$ cat config.mk
export PLATFORM = sky130hd
export DESIGN_NAME = ber_sync_ctrl
export DESIGN_NICKNAME = d
export VERILOG_FILES = /design/src/rtl/ber_sync_ctrl.sv
export SDC_FILE = /design/constraint.sdc
export NUM_CORES = 2
export LEC_CHECK = 0
export CAP_MARGIN = 5
export CORE_ASPECT_RATIO = 1.1
export CORE_UTILIZATION = 50
export DETAILED_ROUTE_END_ITERATION = 16
export MAX_ROUTING_LAYER = met4
export PLACE_DENSITY = 0.64
export SLEW_MARGIN = 0
export SYNTH_ARGS = -nofsm -noshare
export SYNTH_HDL_FRONTEND = slang
export SYNTH_SLANG_ARGS = --single-unit
$ cat constraint.sdc
create_clock -name clock -period 35.7 [get_ports clock]
set_input_delay 3.57 -clock clock [delete_from_list [all_inputs] [get_ports clock]]
set_output_delay 3.57 -clock clock [all_outputs]
set_load 0.01 [all_outputs]
$ cat src/rtl/ber_sync_ctrl.sv
`timescale 1ns/1ps
`default_nettype none
// ============================================================================
//  Module   : ber_sync_ctrl
//  Purpose  : Bit-error-rate synchroniser. It searches for the delay D that
//             aligns the receiver decision stream with the reference PRBS9
//             stream, locks when a full window is error free, counts bits and
//             errors while locked and drops back to the search when one
//             window collects too many errors.
//  Ports    : clock, reset (async, active-high)
//             i_enable     measurement enable
//             i_valid      one-cycle strobe per baud
//             i_tx_bit     reference PRBS bit
//             i_rx_bit     receiver decision bit
//             o_delay      selected delay D (9 bits)
//             o_locked     high while locked
//             o_bit_count  bits compared while locked (saturating)
//             o_err_count  mismatches while locked (saturating)
//             o_is_zero    locked with an error count of zero
//  Revision : 1.0  initial release
// ============================================================================
module ber_sync_ctrl #(
  parameter int WINDOW    = 511,
  parameter int MAX_DELAY = 512,
  parameter int LOSS_THR  = 64,
  parameter int CW        = 64
) (
  input  logic          clock,
  input  logic          reset,
  input  logic          i_enable,
  input  logic          i_valid,
  input  logic          i_tx_bit,
  input  logic          i_rx_bit,
  output logic [8:0]    o_delay,
  output logic          o_locked,
  output logic [CW-1:0] o_bit_count,
  output logic [CW-1:0] o_err_count,
  output logic          o_is_zero
);

  localparam int HW   = MAX_DELAY - 1;
  localparam int WMAX = (WINDOW > LOSS_THR) ? WINDOW : LOSS_THR;
  localparam int WBW  = $clog2(WMAX + 1);

  localparam logic [WBW-1:0] WIN_END    = WBW'(WINDOW);
  localparam logic [WBW-1:0] LOSS_LIM   = WBW'(LOSS_THR);
  localparam logic [8:0]     DELAY_LAST = 9'(MAX_DELAY - 1);

  typedef enum logic [1:0] {
    ST_IDLE   = 2'd0,
    ST_ALIGN  = 2'd1,
    ST_LOCKED = 2'd2
  } state_t;

  state_t         state;
  logic [HW-1:0]  hist;
  logic [WBW-1:0] win_bits;
  logic [WBW-1:0] win_errs;

  logic [HW-1:0]  hist_nx;
  logic [511:0]   taps;
  logic           expected;
  logic           mismatch;
  logic [WBW-1:0] win_bits_nx;
  logic [WBW-1:0] win_errs_nx;
  logic           win_end;
  logic           loss;
  logic [8:0]     delay_nx;
  logic [CW-1:0]  bit_cnt_nx;
  logic [CW-1:0]  err_cnt_nx;

  // Tap 0 is the current reference bit, tap k (k>0) is hist[k-1]; widening
  // to 512 lets the 9-bit delay index the taps directly.
  assign taps     = 512'({hist, i_tx_bit});
  assign hist_nx  = HW'({hist, i_tx_bit});
  assign expected = taps[o_delay];
  assign mismatch = i_valid & (i_rx_bit != expected);

  // Window counts including the current baud.
  assign win_bits_nx = win_bits + WBW'(1);
  assign win_errs_nx = win_errs + WBW'(mismatch);
  assign win_end     = (win_bits_nx == WIN_END);
  assign loss        = (win_errs_nx >= LOSS_LIM);

  assign delay_nx   = (o_delay == DELAY_LAST) ? 9'd0 : o_delay + 9'd1;
  assign bit_cnt_nx = (&o_bit_count) ? o_bit_count : o_bit_count + CW'(1);
  assign err_cnt_nx = (mismatch && !(&o_err_count)) ? o_err_count + CW'(1)
                                                    : o_err_count;

  always_ff @(posedge clock or posedge reset) begin
    if (reset) begin
      state       <= ST_IDLE;
      hist        <= '0;
      win_bits    <= '0;
      win_errs    <= '0;
      o_delay     <= '0;
      o_locked    <= 1'b0;
      o_bit_count <= '0;
      o_err_count <= '0;
      o_is_zero   <= 1'b0;
    end else begin
      // The reference history tracks every baud, independent of state.
      if (i_valid) begin
        hist <= hist_nx;
      end

      if (!i_enable) begin
        // Disable wins over any window or loss event this cycle; the
        // locked counters and the delay keep their values.
        state     <= ST_IDLE;
        win_bits  <= '0;
        win_errs  <= '0;
        o_locked  <= 1'b0;
        o_is_zero <= 1'b0;
      end else begin
        case (state)
          ST_IDLE: begin
            win_bits <= '0;
            win_errs <= '0;
            state    <= ST_ALIGN;
          end

          ST_ALIGN: begin
            if (i_valid) begin
              if (win_end) begin
                win_bits <= '0;
                win_errs <= '0;
                if (win_errs_nx == '0) begin
                  state       <= ST_LOCKED;
                  o_locked    <= 1'b1;
                  o_bit_count <= '0;
                  o_err_count <= '0;
                  o_is_zero   <= 1'b1;
                end else begin
                  o_delay <= delay_nx;
                end
              end else begin
                win_bits <= win_bits_nx;
                win_errs <= win_errs_nx;
              end
            end
          end

          ST_LOCKED: begin
            if (i_valid) begin
              o_bit_count <= bit_cnt_nx;
              o_err_count <= err_cnt_nx;
              if (loss) begin
                // Counters keep their totals; they clear on the next lock.
                state     <= ST_ALIGN;
                o_delay   <= delay_nx;
                o_locked  <= 1'b0;
                o_is_zero <= 1'b0;
                win_bits  <= '0;
                win_errs  <= '0;
              end else begin
                o_is_zero <= (err_cnt_nx == '0);
                if (win_end) begin
                  win_bits <= '0;
                  win_errs <= '0;
                end else begin
                  win_bits <= win_bits_nx;
                  win_errs <= win_errs_nx;
                end
              end
            end
          end

          default: begin
            state <= ST_IDLE;
          end
        endcase
      end
    end
  end

endmodule
`default_nettype wire

==> impl_metrics.toml <==
[clocking]
h-tree-depth = 3
cts_inserted_buffers = 73
cts-resized-gates = 0
cts_tree = "done"
clock_sinks = 670
cts_hold_buf = 0
clk_pin_slew_worst_paths_ns = 0.07
cts.path.max_buffers = 3
insertion_delay_ns = 0.63
cts_root_buffer = "clkbuf_16"
cts_setup_buffers = 0

[setup_path]
crit_arrival_ns = 11.08
required_ns = 36.23
critPathLaunchType = "primary input"
path_class = "in -> reg"
crit_cells = 25
worstPathMaxFanout = 26
critPathCaptureType = "flip-flop"
r2r-start = "o_delay[1]"
r2r_cells = 27
crit_path_top_delay_cell = "a2111oi_0"
endpoint = "o_is_zero"
rrSetupSlack_ns = 26.14
r2r-end = "o_is_zero"
slowest_delay_ns = 0.60
cpLargestDelayFamily = "compound AO/OA/AOI/OAI gates"
crit_buf_inv = 5
crit_start = "i_tx_bit"

[yosys]
synth_ff_type = "dfrtp_1"
async_flop_share = 1.000
syn_nets = 2797
synthCells = 2779
synth.avg_cell_area_um2 = 12.10
synth_edf_count = 0
synth_cell_type_count = 84
syn_area_um2 = 33630
yosys_warnings = 0
ys_seq_area_frac = 0.4986
synth_seq_cells = 670

[sta]
maxSlewViolCount = 0
finalCritPeriodShare = 0.2956
rsz0062_at_grt = "no"
post-route-min-period_ns = 10.55
tns_ns = 0
fmax_mhz = 94.77
setup_violations = 0
worst_slew_pin_slew_ns = 1.138
hold_viol = 0
fin_worst_skew_ns = 0.03846
maxSlewHeadroom = 0.2408

[placed_design]
place_hpwl_um = 50420
placed_area_um2 = 35580
port_buffers = 144
gp_congestion = 0.9061

[route]
via_count = 22680
viasPerCell = 6.047
drt_wl_total_um = 78230
drcViolationCount = 0
routedWlPerCell_um = 20.86
dr.pass1.iters = 5
drtIter0Drc = 1412
ant_nets = 0

[power]
ir_drop_mv = 0.03440
power_mw = 1.756
power_per_cell_area_nw_per_um2 = 46.19
p_leak_nw = 16.94

[layout]
multi_input_area_um2 = 15890
regArea_um2 = 16780
final_cell_mix = "667 x dfrtp_1, 528 x mux2_2, 215 x nand2_1"
finalInstanceArea_um2 = 38010
fin_nets = 2861
antenna_cells = 0
mostFrequentLayoutCell = "dfrtp_1"
n_fill_cell = 5389
areaGrowthSynthToFinish_pct = 13.03
fin_util = 0.5725
drive_above_1_share = 0.2786

[die]
start_util = 0.5065
io_pins = 145
coreArea_um2 = 66390
row_count = 99
dieWidth_um = 249.3
die_area_um2 = 68300
chipHeight_um = 274.0

[global_routing]
antenna_found_initial = 0
gr-usage-all-layers = 0.2394
grt_pass1_wl_um = 128000
grt_max_degree = 183
first_global_vias = 23210
grt_overflow = 0

[status]
status = "complete, no violations"

[flow_run]
drv_cap = 0

[min_path]
min_path_type = "reg -> reg"
## worst min path at each step
stage / start / depth (start not counted) / endpoint / slack, ns
CTS: hist[387] / 1 / hist[388] / 0.51
global route: hist[398] / 1 / hist[399] / 0.53
global placement: hist[510] / 1 / hist[510] / 0.48
floorplan: win_errs[7] / 1 / win_errs[7] / 0.47
detailed placement: hist[510] / 1 / hist[510] / 0.50
finish: hist[398] / 1 / hist[399] / 0.50
## routing by layer
layer  up-vias  global-route usage  part of all wire
met4         0             0.07895             0.024
met3       127             0.03275             0.041
li1      10400                   -                 -
met2       476              0.3910              0.50
met1     11690              0.3093              0.44
met5         -                   -                 0
## Yosys cell counts, drive strengths merged, types with 22 or more instances
library cell | instances | area (µm²)
nor2 | 150 | 565.6
clkbuf | 139 | 521.8
dfrtp | 670 | 16770
nand2 | 215 | 807.0
mux4 | 104 | 2354
or3 | 29 | 181.4
mux2i | 82 | 820.8
nor3 | 67 | 340.3
inv | 32 | 120.1
nand4 | 36 | 225.2
xnor2 | 22 | 192.7
nand3 | 96 | 480.5
o31ai | 22 | 170.2
xor2 | 45 | 394.1
o21ai | 106 | 541.8
a21oi | 63 | 315.3
and3 | 42 | 262.8
mux2 | 528 | 5946
buf | 45 | 335.3
## cell families after synthesis
kind of cell	share of synthesized area
flip-flops	0.4986
AND/OR/NAND/NOR	0.1094
AO/OA/AOI/OAI	0.06962
buffers and inverters	0.02928
adder cells (fa/ha/maj)	0.004465
multiplexers	0.2712
XOR/XNOR	0.01745
## sequential cells by signal, summed over array words and instances, names as in the netlist
| register | flops |
|---|---|
| win_bits | 9 |
| o_err_count | 64 |
| hist | 511 |
| o_bit_count | 64 |
| state | 2 |
| o_is_zero | 1 |
| o_delay | 9 |
| win_errs | 9 |
| o_locked | 1 |
## stage by stage
stage / setup slack [ns] / hold WS, ns / instances
2_1_floorplan: 13.35 / 0.4657 / 2779
3_3_place_gp: 24.76 / 0.4843 / 3626
3_5_place_dp: 24.61 / 0.5007 / 3626
4_1_cts: 25.22 / 0.5066 / 3751
5_1_grt: 24.68 / 0.5268 / 3751
6_report: 25.15 / 0.4978 / 3751
## where the power goes
part	switching, mW	internal [mW]
sequential	0.0317	0.783
clock	0.312	0.455
combinational	0.106	0.0682
total	0.450	1.31
## cell type report
type                            instances  share of cell area
Sequential cell                       670              0.4414
Multi-Input combinational cell       1891              0.4182
Clock buffer                          105             0.05652
Timing Repair Buffer                  173             0.04477
Tap cell                              858             0.02824
Clock inverter                         20            0.007341
Inverter                               34            0.003555
No activity file was read; power rests on OpenSTA's default activity.
